File: config.mk
export PLATFORM = sky130hd
export DESIGN_NAME = spi_mult_sequencer
export DESIGN_NICKNAME = d
export VERILOG_FILES = /design/src/rtl/spi_mult_pkg.sv /design/src/rtl/spi_bit_counter.sv /design/src/rtl/spi_mult_sequencer.sv
export SDC_FILE = /design/constraint.sdc
export NUM_CORES = 1
export LEC_CHECK = 0
export ABC_AREA = 0
export ABC_CLOCK_PERIOD_IN_PS = 3700
export CORE_UTILIZATION = 57
export DETAILED_ROUTE_END_ITERATION = 7
export PLACE_DENSITY_LB_ADDON = 0.25
export SLEW_MARGIN = 15
export SYNTH_ARGS = -nofsm -noshare
export SYNTH_HDL_FRONTEND = slang
export SYNTH_SLANG_ARGS = --single-unit
export TNS_END_PERCENT = 5
File: constraint.sdc
create_clock -name clk -period 3.7 [get_ports clk]
set_input_delay 0.74 -clock clk [delete_from_list [all_inputs] [get_ports clk]]
set_output_delay 0.74 -clock clk [all_outputs]
set_load 0.005 [all_outputs]
File: src/rtl/spi_mult_pkg.sv
// Shared encodings for the SPI multiplier peripheral: shift-register modes
// and the sequencer state codes.
package spi_mult_pkg;

  typedef logic [1:0] sr_mode_t;

  localparam sr_mode_t MODE_HOLD  = 2'b00;
  localparam sr_mode_t MODE_SHIFT = 2'b01;
  localparam sr_mode_t MODE_LOAD  = 2'b10;

  typedef logic [2:0] state_t;

  localparam state_t ST_IDLE      = 3'd0;
  localparam state_t ST_RECV      = 3'd1;
  localparam state_t ST_START     = 3'd2;
  localparam state_t ST_WAIT_MULT = 3'd3;
  localparam state_t ST_LOAD      = 3'd4;
  localparam state_t ST_SEND      = 3'd5;
  localparam state_t ST_FINISH    = 3'd6;

endpackage

File: src/rtl/spi_bit_counter.sv
// Loadable up-counter that saturates at MAX. tc flags that the next enabled
// increment lands on MAX, so the caller can act on the same cycle as that event.
module spi_bit_counter #(
  parameter int MAX   = 8,
  parameter int WIDTH = $clog2(MAX) + 1
) (
  input  logic             clk,
  input  logic             reset,
  input  logic             clr,
  input  logic             load,
  input  logic [WIDTH-1:0] load_val,
  input  logic             en,
  output logic             tc
);

  localparam logic [WIDTH-1:0] MAX_V  = WIDTH'(MAX);
  localparam logic [WIDTH-1:0] LAST_V = WIDTH'(MAX - 1);

  logic [WIDTH-1:0] count;

  // NOTE: sequential state is updated with non-blocking assignments only, so
  // every always_ff reads the pre-edge value of every other register.
  always_ff @(posedge clk) begin
    if (reset) begin
      count <= '0;
    end else if (clr) begin
      count <= '0;
    end else if (load) begin
      count <= load_val;
    end else if (en && count != MAX_V) begin
      count <= count + 1'b1;
    end
  end

  assign tc = (count == LAST_V);

endmodule

File: src/rtl/spi_mult_sequencer.sv
// Frame sequencer: receive an operand byte, run the multiplier, load the
// product into the shift register and shift it out, with abort and timeout.
module spi_mult_sequencer
  import spi_mult_pkg::*;
#(
  parameter int NBITS   = 8,
  parameter int TIMEOUT = 64
) (
  input  logic       clk,
  input  logic       reset,
  input  logic       cs,
  input  logic       sclk_posedge,
  input  logic       sclk_negedge,
  input  logic       mult_done,
  output logic [1:0] sr_mode,
  output logic       mult_start,
  output logic       miso_en,
  output logic       busy,
  output logic       timeout_err
);

  state_t state_q, state_d;
  logic   bit_clr, bit_en, bit_tc;
  logic   wait_clr, wait_en, wait_tc;
  logic   set_err, clr_err;

  spi_bit_counter #(.MAX(NBITS)) u_bit_cnt (
    .clk      (clk),
    .reset    (reset),
    .clr      (bit_clr),
    .load     (1'b0),
    .load_val ('0),
    .en       (bit_en),
    .tc       (bit_tc)
  );

  // Saturates at TIMEOUT-1; reaching that value without done is the timeout.
  spi_bit_counter #(.MAX(TIMEOUT - 1)) u_wait_cnt (
    .clk      (clk),
    .reset    (reset),
    .clr      (wait_clr),
    .load     (1'b0),
    .load_val ('0),
    .en       (wait_en),
    .tc       (wait_tc)
  );

  // NOTE: every signal driven here gets a default first; a path that leaves
  // one unassigned would infer a latch.
  always_comb begin
    state_d  = state_q;
    sr_mode  = MODE_HOLD;
    bit_clr  = 1'b0;
    bit_en   = 1'b0;
    wait_clr = 1'b0;
    wait_en  = 1'b0;
    set_err  = 1'b0;
    clr_err  = 1'b0;
    unique case (state_q)
      ST_IDLE: begin
        bit_clr = 1'b1;
        if (!cs) begin
          state_d = ST_RECV;
          clr_err = 1'b1;
        end
      end
      ST_RECV: begin
        // cs high wins over a coincident final edge: no shift, straight abort.
        if (cs) begin
          state_d = ST_IDLE;
        end else if (sclk_posedge) begin
          sr_mode = MODE_SHIFT;
          bit_en  = 1'b1;
          if (bit_tc) state_d = ST_START;
        end
      end
      ST_START: begin
        wait_clr = 1'b1;
        state_d  = cs ? ST_IDLE : ST_WAIT_MULT;
      end
      ST_WAIT_MULT: begin
        wait_en = 1'b1;
        if (cs) begin
          state_d = ST_IDLE;
        end else if (mult_done) begin
          state_d = ST_LOAD;
        end else if (wait_tc) begin
          state_d = ST_FINISH;
          set_err = 1'b1;
        end
      end
      ST_LOAD: begin
        bit_clr = 1'b1;
        if (cs) begin
          state_d = ST_IDLE;
        end else begin
          sr_mode = MODE_LOAD;
          state_d = ST_SEND;
        end
      end
      ST_SEND: begin
        if (cs) begin
          state_d = ST_IDLE;
        end else if (sclk_negedge) begin
          sr_mode = MODE_SHIFT;
          bit_en  = 1'b1;
          if (bit_tc) state_d = ST_FINISH;
        end
      end
      ST_FINISH: begin
        if (cs) state_d = ST_IDLE;
      end
      default: state_d = ST_IDLE;
    endcase
  end

  // NOTE: reset is synchronous and outranks every other event in the cycle.
  always_ff @(posedge clk) begin
    if (reset) begin
      state_q     <= ST_IDLE;
      miso_en     <= 1'b0;
      timeout_err <= 1'b0;
    end else begin
      state_q <= state_d;
      miso_en <= (state_d == ST_SEND);
      if (set_err) begin
        timeout_err <= 1'b1;
      end else if (clr_err) begin
        timeout_err <= 1'b0;
      end
    end
  end

  assign mult_start = (state_q == ST_START);
  assign busy       = (state_q != ST_IDLE);

endmodule

### Word-level counts from Yosys, hierarchy flattened

Cells that the tools add are included.

* add/subtract/negate cells: 2
* eq/ne operators: 11
* muxes and demuxes: 36
* reduce and logical (&&, ||, !) cells: 8

Operators by type and width (count)
* 3-bit two-way mux: 12
* 3-bit one-hot mux with 7 select lines: 1
* 1-bit two-way mux: 19
* 3-bit == test, second input constant: 4
* 7-bit by 1-bit adder with 7-bit output, second input constant: 1
* 7-bit by 6-bit == test with 1-bit output, second input constant: 1
* 7-bit by 6-bit != test with 1-bit output, second input constant: 1
* 3-bit by 2-bit == test with 1-bit output, second input constant: 2
* 2-bit one-hot mux with 3 select lines: 1
* 2-bit OR reduction: 3
* 4-bit by 1-bit adder with 4-bit output, second input constant: 1
* 4-bit by 3-bit == test with 1-bit output, second input constant: 1
* 2-bit two-way mux: 2
* 4-bit != test, second input constant: 1
* 3-bit by 1-bit == test with 1-bit output, second input constant: 1
* 3-bit zero test: 1
* 3-bit nonzero test: 1
* 1-bit logical AND: 2
* 1-bit one-hot mux with 2 select lines: 1
* 2-bit nonzero test: 1

* register bits after elaboration: 16
* bits of input ports: 6
* output and inout port bits: 6

### Logic depth before layout (Yosys ltp)

Gate-level depths: netlist (run 1).

* word-level depth: 6
* depth in mapped cells: 5

### By module

Synthesis (run 1) repeated with hierarchy kept, for this count alone.

* cells, all modules: 118
* area, all modules: 1016.0 um^2

By module, submodules not included
* spi_bit_counter at u_wait_cnt: instances 1, cells each 55, area an instance 441.7 um^2
* spi_mult_sequencer: instances 1, cells each 34, area an instance 325.3 um^2
* spi_bit_counter at u_bit_cnt: instances 1, cells each 29, area an instance 249.0 um^2

### Worst setup path before layout (run 1)

OpenSTA, ideal clock, no wires.

* path type: input -> output
* from: input cs
* to: output sr_mode[0]
* data arrival time: 1.258 ns
* data required time: 2.960 ns
* slack: 1.702 ns
* stages on the path: 2
* cells stage by stage: or3b_4 -> nor2_1

* word-level cells in the longest chain between the ends: 2
* elaborated cells between the ends (all ways): 3

Ends and longest elaborated chain
* start: declaration: line spi_mult_sequencer.sv:11 `input logic cs,`
* 1-bit two-way mux (on tied branches): line spi_mult_sequencer.sv:102, spi_mult_sequencer.sv:69
* 2-bit one-hot mux with 3 select lines (*): line spi_mult_sequencer.sv:59 `unique case (state_q)`
* end: declaration: line spi_mult_sequencer.sv:15 `output logic [1:0] sr_mode,`

Every way passes the cells marked *; elsewhere a longest branch is shown, timed or not.

### Worst setup path after layout (run 1)

Ends and elaborated chain as after synthesis.

==> impl_table.tex, run 1 <==
\begin{tabular}{lr}
\hline
Metric & Value \\
\hline
\multicolumn{2}{l}{\textbf{STA}} \\
\quad Max Freq & approximately 330 MHz \\
\quad Fin Setup TNS & 0 ps \\
\quad Time the worst path needs with I/O delays and setup & $\sim$3000 ps \\
\quad Setup skew after layout & roughly 2.5 ps \\
\quad Endpoints failing hold & 0 \\
\quad Setup-failing EPs final & 0 \\
\quad Transition time of the tightest slew-check pin & 445 ps \\
\quad Headroom to the max-slew limit & 69.5\% \\
\quad Number of pins exceeding their max-slew limit in the final report & 0 \\
\quad Portion of the clock cycle consumed by the worst path in the final layout & between 80\% and 90\% \\
\quad RSZ-0062 raised after global routing & no \\
\multicolumn{2}{l}{\textbf{Logic synthesis}} \\
\quad Post-synth cell types & 39 \\
\quad Post-synthesis instance area & roughly 940 sq um \\
\quad Number of synthesis warnings & 0 \\
\quad Biggest area contributors in the synthesized netlist & dfxtp\_1 34\%, mux2i\_1 7.4\%, ha\_1 5.3\% \\
\quad Post-Synthesis Cells & between 100 and 150 \\
\quad Total nets after synthesis & 122 \\
\quad Yosys top cell area share & between 30 and 40\% \\
\quad Sequential share of the synthesized area & about a third \\
\quad Cell accounting for the most synthesized area & dfxtp\_1 \\
\quad Flop and latch count out of synthesis & 16 \\
\quad Syn Area/Cell & 8.40 sq um \\
\multicolumn{2}{l}{\textbf{Global route}} \\
\quad Met1 GRT Util & 28.4\% \\
\quad Largest net degree at the start of global routing & 16 \\
\quad Total track usage & between 20 and 25\% \\
\quad Met3 routing resource usage after global routing & $\sim$6\% \\
\quad Total congestion overflow & 0 \\
\quad Fraction of met2 tracks used by global routing & a little over a third \\
\quad Most used routing layer & met2 \\
\quad Antenna violations before repair & 0 \\
\quad Global-route wire length before repair & approximately 3.2 mm \\
\quad Via count of the first global-routing pass & 777 \\
\multicolumn{2}{l}{\textbf{Routing}} \\
\quad Count of routing violations after the opening detailed-route iteration & 21 \\
\quad Via/cell ratio & between 6 and 7 \\
\quad Final ANT Viol Nets & 0 \\
\quad Final WL & 1.84 mm \\
\quad Drt drc & 0 \\
\quad Via count & 850 \\
\quad TritonRoute pass-1 iters & 4 \\
\quad Wire length per cell after detailed routing & about 13 um \\
\multicolumn{2}{l}{\textbf{Layout}} \\
\quad Syn-to-layout area delta & 15.4\% \\
\quad Layout Cells excl Fill & roughly 140 \\
\quad NumNets Final & 133 \\
\quad Top library cells by usage in the layout, fill and taps aside & 16 x dfxtp\_1, 13 x nand2\_1, 11 x clkdlybuf4s50\_1 \\
\quad Share of final-layout standard cells stronger than drive strength 1 & under 10\% \\
\quad Final instance area & about 0.0011 sq mm \\
\quad Most common cell after layout, fill and taps aside & dfxtp\_1 \\
\quad Number of diodes added for antenna fixing & 0 \\
\multicolumn{2}{l}{\textbf{Min path}} \\
\quad Hold Path Class & reg2reg \\
\quad Worst hold stages & 2 \\
\multicolumn{2}{l}{\textbf{CTS}} \\
\quad Hold Buf Count CTS & 0 \\
\quad Num Clock Sinks & 16 \\
\quad Count of H-tree levels built during CTS & 1 \\
\quad Reg clk slew, reported paths & 100 ps \\
\quad Clock latency at the later pin of the worst-skew pair & 290 ps \\
\quad Root buffer cell & clkbuf\_4 \\
\quad Clock buffer depth & 2 \\
\quad TritonCTS clock tree & built \\
\quad Post-CTS setup-driven buffer insertion count & 0 \\
\quad Number of buffers inserted during clock tree synthesis & 3 \\
\quad Number of gates resized after cts & 0 \\
\multicolumn{2}{l}{\textbf{Pwr}} \\
\quad Leakage Power & about 0.38 nW \\
\quad Maximum vdd ir drop & between 0.2 and 0.25 mV \\
\quad Total power per unit cell area & between 200 and 300 mW/mm\^{}2 \\
\multicolumn{2}{l}{\textbf{Critical path}} \\
\quad Most frequent cell on the critical path & clkdlybuf4s50\_1 \\
\quad Start-to-end type of the worst setup path & in2out \\
\quad Capturing element type of the critical path & output pin \\
\quad Sequence of cells on the critical path & clkdlybuf4s50\_1 > or3b\_4 > nor2\_1 > clkdlybuf4s50\_1 \\
\quad Depth of the most critical reg-to-reg path & 3 \\
\quad Max incr delay on CP & about 510 ps \\
\quad Critical-path maximum fanout & 7 \\
\quad Critical path arrival & approximately 2300 ps \\
\quad Worst Path Required & between 2000 and 3000 ps \\
\quad Master of the slowest instance on the critical path & clkdlybuf4s50\_1 \\
\quad Crit start category & primary input \\
\multicolumn{2}{l}{\textbf{Die}} \\
\quad Number of placed I/O pins & 12 \\
\quad Vertical extent of the die & approximately 43 um \\
\quad Effective utilization at floorplan & between 60\% and 70\% \\
\quad Overall die width & roughly 43 um \\
\quad Cell row count & 14 \\
\quad Die Outline Area & roughly 0.0018 sq mm \\
\quad Core Area & 0.00152 sq mm \\
\multicolumn{2}{l}{\textbf{Place}} \\
\quad Area after detailed placement & 0.00105 sq mm \\
\quad Port-buffer cells & 11 \\
\quad Placed Cells incl. Taps & around 130 \\
\quad Detailed placement HPWL & between 1 and 1.5 mm \\
\quad Placer's final routability congestion estimate & 0.802 \\
\multicolumn{2}{l}{\textbf{Job}} \\
\quad Total of max-cap violations & 0 \\
\multicolumn{2}{l}{\textbf{Run status}} \\
\quad Run status & finished clean \\
\hline
\end{tabular}
routing by layer:
layer	wire (um)	part of all wire [%]
met1	846	46
met2	870	47
met4	13	0.71
met3	107	5.8
met5	0	0
final timing paths:
check	startpoint	endpoint	slack [ps]
setup / recovery	cs	sr_mode[0]	640
hold / removal	u_wait_cnt.count[6]$_SDFFE_PP0P_	u_wait_cnt.count[6]$_SDFFE_PP0P_	470
setup reg to reg	state_q[0]$_SDFF_PP0_	u_bit_cnt.count[3]$_SDFFE_PP0P_	1980
hold reg to reg	u_wait_cnt.count[6]$_SDFFE_PP0P_	u_wait_cnt.count[6]$_SDFFE_PP0P_	470
final cells by class:
cell class,count,area (sq um)
fillers,125,438
well taps,16,20.0
repair buffers,11,110
inverters,8,30.0
clock buffers,4,36.3
flip-flops and latches,16,320
multi-input cells,83,569
power breakdown:
| group | internal [W] | switching, W |
|---|---|---|
| Sequential | 0.000173 | 0.00000188 |
| Combinational | 0.0000105 | 0.00000955 |
| Clock | 0.0000600 | 0.0000591 |
critical path, delay by kind of cell:
kind | cells | cell delay (ps)
buffers and inverters | 2 | 1010
AND/OR/NAND/NOR | 2 | 570
flip-flops by register name, summed over array words and instances, names as in the netlist:
name and flops:
u_wait_cnt.count 7, miso_en 1, state_q 3, u_bit_cnt.count 4, timeout_err 1
synth_stat cells:
cell and instances:
a211oi_1 1, a21boi_1 1, a21oi_1 1, a22oi_1 1, a311oi_1 4, a31o_2 1
a31oi_1 2, and3_1 2, and3b_1 1, and4b_1 2, buf_2 2, clkbuf_1 3
clkinv_1 1, dfxtp_1 16, ha_1 4, inv_1 7, mux2i_1 7, nand2_1 13
nand2b_1 2, nand3_1 10, nand3b_1 5, nor2_1 4, nor2b_1 1, nor3_1 3
nor3b_1 1, nor4_1 1, nor4b_1 1, nor4bb_1 1, o211ai_1 1, o21ai_0 2
o21ba_2 1, o22ai_1 1, o31a_1 1, o31ai_1 2, o32ai_1 1, or3_1 2
or3b_2 1, or3b_4 1, or4_1 1
through the flow:
stage                     setup slack [ps]  util, %  total power [W]  hold WS, ps
after floorplan                       1700        -         0.000188          430
after global placement                 662     68.9         0.000198          451
after detailed placement               645     68.9         0.000199          463
after CTS                              640     71.3         0.000318          479
after global routing                   573     71.3         0.000327          515
final                                  643     71.3         0.000314          473
cells by family after synthesis:
| group | Yosys count | share of synthesized area, % |
|---|---|---|
| AOI/OAI and AO/OA | 20 | 16.0 |
| adders and majority gates | 4 | 5.32 |
| buffers and inverters | 13 | 5.45 |
| DFF | 16 | 34.0 |
| muxes | 7 | 7.45 |
| and+or+nand+nor | 52 | 31.8 |
No activity file was read; power rests on OpenSTA's default activity.
==> run 2, diff against run 1 <==
Settings changed: ABC_CLOCK_PERIOD_IN_PS 3700 to 2500, CORE_ASPECT_RATIO set to 1.4, CORE_UTILIZATION 57 to 48.
Clock period 3.7 ns to 2.5 ns, I/O delays scaled along.
==> run 2 against run 1 <==
- critical path depth stayed put
- total power is 49% higher
- critical path type unchanged
- clock skew is 2.0 ps higher
- combinational power is 62% higher
- die area is 18% higher
- global-route usage is 1.3 points lower
- flip-flop and latch count stayed put
- clock power is 47% higher
- largest power group unchanged
- first-iteration DRC count is 9.5% lower
- sequential power is 48% higher
- sequential share of layout area is 0.75 points lower
==> impl_table.tex, run 2 (synthesized netlist as in run 1, its figures left out) <==
\begin{tabular}{lr}
\hline
Metric & Value \\
\hline
\multicolumn{2}{l}{\textbf{Layout}} \\
\quad Max reg flops & 7 (unchanged) \\
\quad NumNets Final & 136 (was 133) \\
\quad Syn-to-layout area delta & 18.9\% (was 15.4\%) \\
\quad Registers with the most flip-flops & u\_wait\_cnt.count: 7 flops, u\_bit\_cnt.count: 4 flops, state\_q: 3 flops (unchanged) \\
\quad Share of final-layout standard cells stronger than drive strength 1 & 10.4\% (was 6.56\%) \\
\quad Most common cell after layout, fill and taps aside & dfxtp\_1 (unchanged) \\
\quad Register containing the most flip-flops in the final layout & u\_wait\_cnt.count (unchanged) \\
\quad Top library cells by usage in the layout, fill and taps aside & 15 x dfxtp\_1, 13 x nand2\_1, 11 x clkdlybuf4s50\_1 (was 16 x dfxtp\_1, 13 x nand2\_1, 11 x clkdlybuf4s50\_1) \\
\quad Number of diodes added for antenna fixing & 0 (unchanged) \\
\multicolumn{2}{l}{\textbf{Die}} \\
\quad Die Outline Area & 0.00214 sq mm (was 0.00182 sq mm) \\
\quad Core Area & 0.00180 sq mm (was 0.00152 sq mm) \\
\quad Vertical extent of the die & 54.4 um (was 42.6 um) \\
\quad Effective utilization at floorplan & 52.2\% (was 61.7\%) \\
\quad Overall die width & 39.4 um (was 42.6 um) \\
\quad Cell row count & 18 (was 14) \\
\quad Number of placed I/O pins & 12 (unchanged) \\
\multicolumn{2}{l}{\textbf{STA}} \\
\quad Setup skew after layout & 4.43 ps (was 2.47 ps) \\
\quad Number of pins exceeding their max-slew limit in the final report & 0 (unchanged) \\
\quad Hold Worst Slack & 465 ps (was 473 ps) \\
\quad Fin Setup TNS & 0 ps (unchanged) \\
\quad Max Freq & 414 MHz \\
\quad Setup-failing EPs final & 0 (unchanged) \\
\quad Headroom to the max-slew limit & 72.8\% (was 69.5\%) \\
\quad Time the worst path needs with I/O delays and setup & between 2000 and 2500 ps \\
\quad RSZ-0062 raised after global routing & no (unchanged) \\
\quad Portion of the clock cycle consumed by the worst path in the final layout & 96.5\% \\
\quad Endpoints failing hold & 0 (unchanged) \\
\quad Transition time of the tightest slew-check pin & 405 ps (was 445 ps) \\
\multicolumn{2}{l}{\textbf{Pwr}} \\
\quad Maximum vdd ir drop & 0.318 mV (was 0.245 mV) \\
\quad Total power per unit cell area & 417 mW/mm\^{}2 (was 289 mW/mm\^{}2) \\
\quad Leakage Power & 0.396 nW (was 0.380 nW) \\
\multicolumn{2}{l}{\textbf{Routing}} \\
\quad TritonRoute pass-1 iters & 4 (unchanged) \\
\quad Via count & 851 (was 850) \\
\quad Count of routing violations after the opening detailed-route iteration & 19 (was 21) \\
\quad Final WL & 1.93 mm (was 1.84 mm) \\
\quad Via/cell ratio & 5.87 (was 6.16) \\
\quad Wire length per cell after detailed routing & 13.3 um (about the same) \\
\quad Drt drc & 0 (unchanged) \\
\quad Final ANT Viol Nets & 0 (unchanged) \\
\multicolumn{2}{l}{\textbf{CTS}} \\
\quad Reg clk slew, reported paths & 100 ps (about the same) \\
\quad Post-CTS setup-driven buffer insertion count & 0 (unchanged) \\
\quad TritonCTS clock tree & built (unchanged) \\
\quad Root buffer cell & clkbuf\_4 (unchanged) \\
\quad Clock buffer depth & 2 (unchanged) \\
\quad Hold Buf Count CTS & 0 (unchanged) \\
\quad Count of H-tree levels built during CTS & 1 (unchanged) \\
\quad Num Clock Sinks & 16 (unchanged) \\
\quad Number of buffers inserted during clock tree synthesis & 3 (unchanged) \\
\quad Number of gates resized after cts & 0 (unchanged) \\
\quad Clock latency at the later pin of the worst-skew pair & 290 ps (about the same) \\
\multicolumn{2}{l}{\textbf{Critical path}} \\
\quad Max incr delay on CP & 500 ps (was 510 ps) \\
\quad Capturing element type of the critical path & output pin (unchanged) \\
\quad Critical-path maximum fanout & 2 (was 7) \\
\quad Master of the slowest instance on the critical path & clkdlybuf4s50\_1 (unchanged) \\
\quad Register-to-register path setup slack & 640 ps (was 1980 ps) \\
\quad Sequence of cells on the critical path & clkdlybuf4s50\_1 > or3b\_4 > nor2\_1 > clkdlybuf4s50\_1 (unchanged) \\
\quad Crit start category & primary input (unchanged) \\
\quad Start-to-end type of the worst setup path & in2out (unchanged) \\
\quad Delay-heaviest family, CP & buffers and inverters (unchanged) \\
\quad Most frequent cell on the critical path & clkdlybuf4s50\_1 (unchanged) \\
\quad Critical path buffer and inverter count & 2 (unchanged) \\
\quad Worst Path Required & 2000 ps (was 2960 ps) \\
\quad Critical path arrival & 1910 ps (was 2320 ps) \\
\multicolumn{2}{l}{\textbf{Global route}} \\
\quad Total congestion overflow & 0 (unchanged) \\
\quad Global-route wire length before repair & 3.10 mm (was 3.17 mm) \\
\quad Largest net degree at the start of global routing & 16 (unchanged) \\
\quad Via count of the first global-routing pass & 763 (was 777) \\
\quad Antenna violations before repair & 0 (unchanged) \\
\quad Total track usage & 21.1\% (was 22.4\%) \\
\multicolumn{2}{l}{\textbf{Place}} \\
\quad Port-buffer cells & 11 (unchanged) \\
\quad Detailed placement HPWL & 1.41 mm (was 1.36 mm) \\
\quad Placer's final routability congestion estimate & 0.714 (was 0.802) \\
\multicolumn{2}{l}{\textbf{Job}} \\
\quad Total of max-cap violations & 0 (unchanged) \\
\multicolumn{2}{l}{\textbf{Run status}} \\
\quad Run status & finished clean (unchanged) \\
\multicolumn{2}{l}{\textbf{Min path}} \\
\quad Hold Path Class & reg2reg (unchanged) \\
\hline
\end{tabular}
-- run 2: cell count changes in the layout (fill, tap and decap cells not counted) --
cell	before	now
buf_4	0	3
dfxtp_1	16	15
dfxtp_2	0	1
mux2i_1	7	6
mux2i_2	0	1
-- run 2: path summary, 6_finish.rpt --
path / startpoint / to / cells after the start
max: cs / sr_mode[0] / 4
min reg2reg: u_wait_cnt.count[6]$_SDFFE_PP0P_ / u_wait_cnt.count[6]$_SDFFE_PP0P_ / 2
max reg2reg: state_q[0]$_SDFF_PP0_ / u_bit_cnt.count[3]$_SDFFE_PP0P_ / 4
min: u_wait_cnt.count[6]$_SDFFE_PP0P_ / u_wait_cnt.count[6]$_SDFFE_PP0P_ / 2
-- run 2: per-stage QoR --
| step | power (W) | instance area, sq um | util, % | setup slack, ps | cells |
|---|---|---|---|---|---|
| 2_1_floorplan | 0.000279 | 941 | - | 940 | 112 |
| 3_3_place_gp | 0.000296 | 1080 | 59.8 | 73.0 | 141 |
| 3_5_place_dp | 0.000296 | 1080 | 59.8 | 88.4 | 141 |
| 4_1_cts | 0.000470 | 1110 | 61.8 | 74.3 | 145 |
| 5_1_grt | 0.000482 | 1120 | 62.1 | 14.2 | 145 |
| 6_report | 0.000466 | 1120 | 62.1 | 86.4 | 145 |
-- run 2: area by class of cell --
class                   count  area, sq um
clock buffers               4         36.3
well taps                  20         25.0
flip-flops and latches     16          322
inverters                   8         30.0
fillers                   177          683
multi-input cells          83          573
repair buffers             14          133
-- run 2: report_power, final --
part	internal, W	switching (W)	leakage (nW)	total [W]
clock	0.0000887	0.0000864	0.0210	0.000175
sequential	0.000256	0.00000299	0.130	0.000259
combinational	0.0000177	0.0000149	0.245	0.0000326
-- run 2: tightest hold or removal path: stages, from the launching register on --
cell	delay (ps)
dfxtp_1	320
inv_1	70
a311oi_1	40
-- run 2: metal layers --
layer / share of wire (%) / global-route usage (%)
met5: 0 / 0
met4: 2.6 / 13.8
met1: 43 / 22.1
met3: 1.7 / 2.44
met2: 52 / 37.7
==> run 3, diff against run 2 <==
Settings changed: CORE_MARGIN set to 2.
==> run 3 against run 2 <==
- via count increased by 0.71%
- total power increased by 0.78%
- critical path depth unchanged
- hold slack got worse by 3.0 ps
- die area increased by 8.9%
- largest power group unchanged
==> impl_table.tex, run 3 (synthesized netlist as in run 1, its figures left out) <==
\begin{tabular}{lr}
\hline
Metric & Value \\
\hline
\multicolumn{2}{l}{\textbf{Run status}} \\
\quad Run status & finished clean (unchanged) \\
\multicolumn{2}{l}{\textbf{CTS}} \\
\quad Number of buffers inserted during clock tree synthesis & 3 (unchanged) \\
\quad Clock buffer depth & 2 (unchanged) \\
\quad Root buffer cell & clkbuf\_4 (unchanged) \\
\quad Count of H-tree levels built during CTS & 1 (unchanged) \\
\quad TritonCTS clock tree & built (unchanged) \\
\quad Num Clock Sinks & 16 (unchanged) \\
\quad Reg clk slew, reported paths & 90 ps (was 100 ps) \\
\quad Hold Buf Count CTS & 0 (unchanged) \\
\quad Clock latency at the later pin of the worst-skew pair & 300 ps (was 290 ps) \\
\multicolumn{2}{l}{\textbf{Layout}} \\
\quad Number of diodes added for antenna fixing & 0 (unchanged) \\
\quad Max reg flops & 7 (unchanged) \\
\quad Layout Cells excl Fill & 147 (was 145) \\
\quad NumNets Final & 138 (was 136) \\
\quad Share of final-layout standard cells stronger than drive strength 1 & 11.0\% (was 10.4\%) \\
\quad Area of the multi-input gates & 573 sq um (unchanged) \\
\quad Filler Cell Count & 162 (was 177) \\
\quad Syn-to-layout area delta & 20.3\% (was 18.9\%) \\
\quad Top library cells by usage in the layout, fill and taps aside & 16 x dfxtp\_1, 13 x nand2\_1, 11 x clkdlybuf4s50\_1 (was 15 x dfxtp\_1, 13 x nand2\_1, 11 x clkdlybuf4s50\_1) \\
\quad Most common cell after layout, fill and taps aside & dfxtp\_1 (unchanged) \\
\quad Registers with the most flip-flops & u\_wait\_cnt.count: 7 flops, u\_bit\_cnt.count: 4 flops, state\_q: 3 flops (unchanged) \\
\quad Area taken by flip-flops and latches & 320 sq um (was 322 sq um) \\
\quad Post-route core utilization & 62.8\% (was 62.1\%) \\
\quad Register containing the most flip-flops in the final layout & u\_wait\_cnt.count (unchanged) \\
\multicolumn{2}{l}{\textbf{Place}} \\
\quad Placed Cells incl. Taps & 143 (was 141) \\
\quad Placer's final routability congestion estimate & 0.776 (was 0.714) \\
\quad Placement-stage worst setup slack & 70.2 ps (was 88.4 ps) \\
\quad Detailed placement HPWL & 1.39 mm (was 1.41 mm) \\
\quad Port-buffer cells & 11 (unchanged) \\
\multicolumn{2}{l}{\textbf{Min path}} \\
\quad Worst min-delay path endpoint & u\_wait\_cnt.count[6]\$\_SDFFE\_PP0P\_ (unchanged) \\
\quad Startpoint of the tightest hold check path & u\_wait\_cnt.count[6]\$\_SDFFE\_PP0P\_ (unchanged) \\
\quad Worst hold stages & 2 (unchanged) \\
\quad Hold Path Class & reg2reg (unchanged) \\
\multicolumn{2}{l}{\textbf{Critical path}} \\
\quad Register-to-register path setup slack & 830 ps (was 640 ps) \\
\quad Crit start category & primary input (unchanged) \\
\quad Capturing element type of the critical path & output pin (unchanged) \\
\quad Critical path arrival & 1930 ps (was 1910 ps) \\
\quad Critical-path maximum fanout & 2 (unchanged) \\
\quad Reg-to-reg critical path endpoint & u\_bit\_cnt.count[3]\$\_SDFFE\_PP0P\_ (unchanged) \\
\quad Start-to-end type of the worst setup path & in2out (unchanged) \\
\quad Worst R2R Start & state\_q[1]\$\_SDFF\_PP0\_ (was state\_q[0]\$\_SDFF\_PP0\_) \\
\quad Max incr delay on CP & 510 ps (was 500 ps) \\
\quad Depth of the most critical reg-to-reg path & 5 (was 4) \\
\quad Master of the slowest instance on the critical path & clkdlybuf4s50\_1 (unchanged) \\
\quad Most frequent cell on the critical path & clkdlybuf4s50\_1 (unchanged) \\
\quad Worst Path Required & 2000 ps (about the same) \\
\quad Sequence of cells on the critical path & clkdlybuf4s50\_1 > or3b\_4 > nor2\_1 > clkdlybuf4s50\_1 (unchanged) \\
\multicolumn{2}{l}{\textbf{STA}} \\
\quad Fin Setup TNS & 0 ps (unchanged) \\
\quad Headroom to the max-slew limit & 72.3\% (was 72.8\%) \\
\quad Endpoints failing hold & 0 (unchanged) \\
\quad Setup-failing EPs final & 0 (unchanged) \\
\quad Time the worst path needs with I/O delays and setup & 2430 ps (was 2410 ps) \\
\quad RSZ-0062 raised after global routing & no (unchanged) \\
\quad Setup ws final & 72.2 ps (was 86.4 ps) \\
\quad Portion of the clock cycle consumed by the worst path in the final layout & 97.1\% (was 96.5\%) \\
\quad Setup skew after layout & 4.70 ps (was 4.43 ps) \\
\quad Max Freq & 412 MHz (was 414 MHz) \\
\quad Transition time of the tightest slew-check pin & 414 ps (was 405 ps) \\
\quad Number of pins exceeding their max-slew limit in the final report & 0 (unchanged) \\
\multicolumn{2}{l}{\textbf{Pwr}} \\
\quad Total power per unit cell area & 415 mW/mm\^{}2 (was 417 mW/mm\^{}2) \\
\quad Leakage Power & 0.406 nW (was 0.396 nW) \\
\quad Maximum vdd ir drop & 0.267 mV (was 0.318 mV) \\
\quad Final Total Pwr & 0.000470 W (was 0.000466 W) \\
\multicolumn{2}{l}{\textbf{Die}} \\
\quad Vertical extent of the die & 56.4 um (was 54.4 um) \\
\quad Overall die width & 41.4 um (was 39.4 um) \\
\quad Number of placed I/O pins & 12 (unchanged) \\
\quad Cell row count & 18 (unchanged) \\
\quad Core Area & 0.00180 sq mm (unchanged) \\
\quad Effective utilization at floorplan & 52.2\% (unchanged) \\
\quad Die Outline Area & 0.00234 sq mm (was 0.00214 sq mm) \\
\multicolumn{2}{l}{\textbf{Routing}} \\
\quad Via count & 857 (was 851) \\
\quad Drt drc & 0 (unchanged) \\
\quad TritonRoute pass-1 iters & 5 (was 4) \\
\quad Via/cell ratio & 5.83 (was 5.87) \\
\quad Count of routing violations after the opening detailed-route iteration & 16 (was 19) \\
\quad Final WL & 1.86 mm (was 1.93 mm) \\
\quad Wire length per cell after detailed routing & 12.7 um (was 13.3 um) \\
\quad Final ANT Viol Nets & 0 (unchanged) \\
\multicolumn{2}{l}{\textbf{Global route}} \\
\quad Total congestion overflow & 0 (unchanged) \\
\quad Most used routing layer & met2 (unchanged) \\
\quad Largest net degree at the start of global routing & 14 (was 16) \\
\quad Total track usage & 17.6\% (was 21.1\%) \\
\quad Antenna violations before repair & 0 (unchanged) \\
\quad Via count of the first global-routing pass & 791 (was 763) \\
\quad Fraction of met2 tracks used by global routing & 29.0\% (was 37.7\%) \\
\quad Met1 GRT Util & 22.4\% (was 22.1\%) \\
\quad Met3 routing resource usage after global routing & 1.93\% (was 2.44\%) \\
\quad Global-route wire length before repair & 3.37 mm (was 3.10 mm) \\
\multicolumn{2}{l}{\textbf{Job}} \\
\quad Total of max-cap violations & 0 (unchanged) \\
\hline
\end{tabular}
[run 3: how the worst max path moves through the flow]
stage / startpoint / endpoint
floorplan: cs / u_bit_cnt.count[3]$_SDFFE_PP0P_
global placement: cs / sr_mode[0]
detailed placement: cs / sr_mode[0]
CTS: cs / sr_mode[0]
global route: cs / sr_mode[0]
finish: cs / sr_mode[0]
[run 3: metrics by stage]
step	hold WS, ps	cell area [sq um]
2_1_floorplan	430	941
3_3_place_gp	444	1090
3_5_place_dp	457	1090
4_1_cts	471	1130
5_1_grt	508	1130
6_report	462	1130
[run 3: area by class of cell]
type / count / share of cell area (%)
multi-input combinational: 83 / 50.6
sequential: 16 / 28.3
timing repair buffer: 16 / 13.0
clock buffer: 4 / 3.20
inverter: 8 / 2.65
tap: 20 / 2.21
[run 3: what timing repair did]
action                     CTS  global route
buffers inserted             0             0
setup endpoints to repair    0             1
resized for setup            0             1
[run 3: metal layers]
layer / vias to the layer above / share of wire [%]
met5: - / 0
met4: 0 / 2.0
met3: 6 / 2.5
met2: 18 / 51
met1: 387 / 44
li1: 446 / -
[run 3: power breakdown]
| part | internal, W | switching, W |
|---|---|---|
| clock network | 0.0000889 | 0.0000888 |
| logic | 0.0000187 | 0.0000164 |
| registers | 0.000256 | 0.00000146 |
[run 3: critical path, delay by kind of cell]
| family | cells | cell delay (ps) |
|---|---|---|
| simple gates | 2 | 500 |
| buf+inv | 2 | 930 |
==> patch 1, RTL diff (config.mk and constraints of run 2) <==
Put a register stage on the outputs `mult_start` and `busy`, cleared by the reset. The values now appear one clock later. The other outputs are not delayed to match.
--- a/src/rtl/spi_mult_sequencer.sv
+++ b/src/rtl/spi_mult_sequencer.sv
@@ -133,4 +133,11 @@
 
-  assign mult_start = (state_q == ST_START);
-  assign busy       = (state_q != ST_IDLE);
+  always_ff @(posedge clk) begin
+    if (reset) begin
+      mult_start <= '0;
+      busy       <= '0;
+    end else begin
+      mult_start <= (state_q == ST_START);
+      busy       <= (state_q != ST_IDLE);
+    end
+  end
 
Check against the original RTL: not equivalent (a bounded check fails within 4 cycles, from zero or initial values and one cycle with reset high).
==> patch 1 against run 2 <==
  * Via count is 2.5% higher
  * Synthesized area is 4.7% higher
  * Worst hold slack better by 0.0077 ns
  * Wire length is 12% higher
  * Cell count grew 1.4%
  * Power rose by 10%
  * Design area rose by 3.9%
  * Sequential power is 12% higher
  * Count of clock-buffer cells in the layout unchanged
  * Non-clock buffer count grew 2
  * Sequential share of layout area rose by 2.3 points
  * Sequential cell count is 2 higher
  * Setup slack worse by 0.019 ns
  * Largest cell class unchanged
==> patch 1: results (changes against run 2) <==
GRT Resource Usage Total=0.226 (+0.0158); RR Endpoint=u_wait_cnt.count[5]$_SDFFE_PP0P_; met3 WL post-DR=43 µm (+30%); met2 usage=0.403 (+0.0262); layout cells sized above 1=0.119 (+0.0150); multi-input combinational area share=0.496 (-0.0161); vias in the first global route=862 (+13%); M1 WL=894 µm (+6.6%); Routability Congestion=0.746 (+4.6%); R2R setup slack=0.83 ns (+0.19 ns); largest net degree at the start of global routing=13 (-3); Repair and plain buffers=16 (+2); Pre-antenna DRT Iters=5 (+1); Reg area=360 µm² (+12%); initial drt markers=18 (-1); met3 usage=0.0280 (+0.00361); DP HPWL=1650 µm (+18%); Met2 Wirelength=1180 µm (+18%); clock-cell share of area=0.0312 (-0.00122); P_leak=0.445 nW (+13%); outcome=complete, no violations; VDD IR max=0.272 mV (-15%); invs w/o clock=4 (-4); P_sw=0.118 mW (+13%); mux contribution to synthesized area=0.0813 (+0.00685); comb_multi_in=84 (+1.2%); Layout fillers=191 (+7.9%); drt wl/cell=14.7 µm (+11%); clk pwr=0.187 mW (+7%); register area share after synthesis=0.366 (+0.0255); Synth Area in Adders=0.0508 (-0.00237); Seq pwr share=0.562 (+0.007); Slew HR=0.596 (-0.132); M1 GR Usage=0.236 (+0.0145); R2R Path Start=u_wait_cnt.count[0]$_SDFFE_PP0P_; buffering overhead=0.127 (+0.00845); flip-flop and latch count after synthesis=18 (+2)
[patch 1: cell types whose count changed in the layout (fill, tap and decap cells not counted), sizes merged, moves of 2 or more]
cell and change:
nand2 -2, nand4b +2, a31oi +3, a311oi -4, dfxtp +2, or2 +2
nor2 +5, inv -3, buf +2
[patch 1: stage by stage]
| step | worst slack [ns] | power, mW | instances | instance area [µm²] | hold WS (ns) |
|---|---|---|---|---|---|
| after floorplan | 0.946 | 0.314 | 112 | 985 | 0.433 |
| after global placement | 0.0714 | 0.333 | 143 | 1130 | 0.449 |
| after detailed placement | 0.0820 | 0.334 | 143 | 1130 | 0.461 |
| after CTS | 0.0683 | 0.520 | 147 | 1160 | 0.479 |
| after global routing | 0.0456 | 0.529 | 147 | 1160 | 0.511 |
| final | 0.0671 | 0.514 | 147 | 1160 | 0.473 |
[patch 1: worst min-delay path: stages, from the launching register on]
cell and delay (ns):
dfxtp_1 0.34, nand3_1 0.07, a31oi_1 0.04
==> patch 2, RTL diff (flow settings as in run 2) <==
Without the edit above. Set the parameter `TIMEOUT` to 32 (it was 64).
--- a/src/rtl/spi_mult_sequencer.sv
+++ b/src/rtl/spi_mult_sequencer.sv
@@ -6,3 +6,3 @@
   parameter int NBITS   = 8,
-  parameter int TIMEOUT = 64
+  parameter int TIMEOUT = 32
 ) (
Behaviour: same outputs for any inputs over 10 cycles, from zero or initial values and one cycle with reset high; that may be too few to reach the edited logic, so the function may still have changed.
==> patch 2 against run 2 <==
  * Count of clock-buffer cells in the layout down 1
  * Design area is 6.4% lower
  * Sequential cell count fell by 1
  * Wire length is 18% lower
  * Setup slack improved by 0.055 ns
  * Synthesized area is 5.1% lower
  * Maximum frequency is 2.3% higher
  * Sequential power shrank 6%
  * Power down 11%
  * Largest cell class unchanged
==> patch 2: results (changes against run 2) <==
Reg area=300 µm² (-6.6%); Slew @ Worst Pin=0.463 ns (+0.0583 ns); Critical Path Fanout Max=3 (+1); Worst Path Arrival=1.86 ns (-0.05 ns); drt wl/cell=12.8 µm (-3.6%); layout cells sized above 1=0.183 (+0.0787); Setup Buffers After CTS=0 (unchanged); R2R Path Start=state_q[1]$_SDFF_PP0_; initial drt markers=2 (-17); Final Skew=0.00661 ns (+0.00218 ns); synth top area cells=dfxtp_1 34%, ha_1 5.6%, nor2_1 4.2%; P_leak=0.395 nW (-0.20%); top post-synthesis cells by count=15 x dfxtp_1, 10 x nor2_1, 5 x inv_1; hold path start=timeout_err$_SDFFE_PP0P_; vias in the first global route=720 (-5.6%); clock-cell share of area=0.0263 (-0.00615); top flop regs=u_wait_cnt.count (6), u_bit_cnt.count (4), state_q (3); Min-Delay Endpoint=timeout_err$_SDFFE_PP0P_; DP HPWL=1250 µm (-11%); buffering overhead=0.127 (+0.00807); multi-input combinational area share=0.519 (+0.00621); outcome=complete, no violations; largest net degree at the start of global routing=13 (-3); register area share after synthesis=0.336 (-0.00429); mux contribution to synthesized area=0.0280 (-0.0465); first-pass GRT wire length=2880 µm (-6.9%); Routability Congestion=0.671 (-6.0%); R2R setup slack=0.95 ns (+0.31 ns); XOR/XNOR share of the synthesized area=0.0588 (+0.0588); Layout fillers=159 (-10%); Syn Nets=100 (-18%); nets@finish=115 (-15%); Longest Clk Path Bufs=2 (unchanged); clock buffers=3 (-1); VDD IR max=0.296 mV (-7.0%); number of vias per cell=5.67 (-3.4%); Synth Area in Adders=0.0560 (+0.00283); post-synthesis compound-gate area fraction=0.168 (+0.00849); comb_multi_in=66 (-20%); RR Endpoint=u_wait_cnt.count[5]$_SDFFE_PP0P_; Netlist cell types=44 (+13%)
## patch 2: cell count changes in the layout (fill, tap and decap cells not counted), moves of 4 or more
cell / delta
mux2i_1: -5
nor2_1: +6
nand2_1: -12
nand3_1: -7
nand3b_1: -4
## patch 2: power breakdown
part           total (mW)  internal, mW  switching, mW
Sequential          0.244         0.240        0.00416
Clock               0.136        0.0592         0.0767
Combinational      0.0352        0.0201         0.0152
Total               0.415         0.319         0.0960
## patch 2: per-stage QoR
stage	instance area (µm²)	std cells	total power, mW	setup slack [ns]	hold WS [ns]
2_1_floorplan	893	90	0.267	1.08	0.453
3_3_place_gp	1020	120	0.285	0.168	0.455
3_5_place_dp	1020	120	0.285	0.148	0.469
4_1_cts	1050	124	0.422	0.132	0.482
5_1_grt	1050	124	0.440	0.0920	0.511
6_report	1050	124	0.415	0.142	0.476
## patch 2: kinds of logic after synthesis
logic type,after synthesis
compound gates,16
flops,15
simple gates,38
mux,2
xor+xnor,6
buf+inv,9
fa+ha+maj,4
## patch 2: layer usage
layer | vias to the layer above | track usage | routed length [µm]
met5 | - | 0 | 0
met4 | 0 | 0.0517 | 6
met3 | 2 | 0.0252 | 40
met2 | 8 | 0.373 | 888
met1 | 336 | 0.210 | 654
li1 | 357 | - | -
## patch 2: worst max-delay path by stage
| stage | from | end | cells past startpoint |
|---|---|---|---|
| after global routing | cs | sr_mode[1] | 3 |
| final | cs | sr_mode[1] | 3 |
| after floorplan | sclk_posedge | sr_mode[0] | 2 |
| after CTS | cs | sr_mode[1] | 3 |
| after global placement | cs | sr_mode[1] | 3 |
| after detailed placement | cs | sr_mode[1] | 3 |
## patch 2: worst max-delay path, stage by stage
cell,delay [ns]
clkdlybuf4s50_1,0.48
nor4b_1,0.32
clkdlybuf4s50_1,0.55
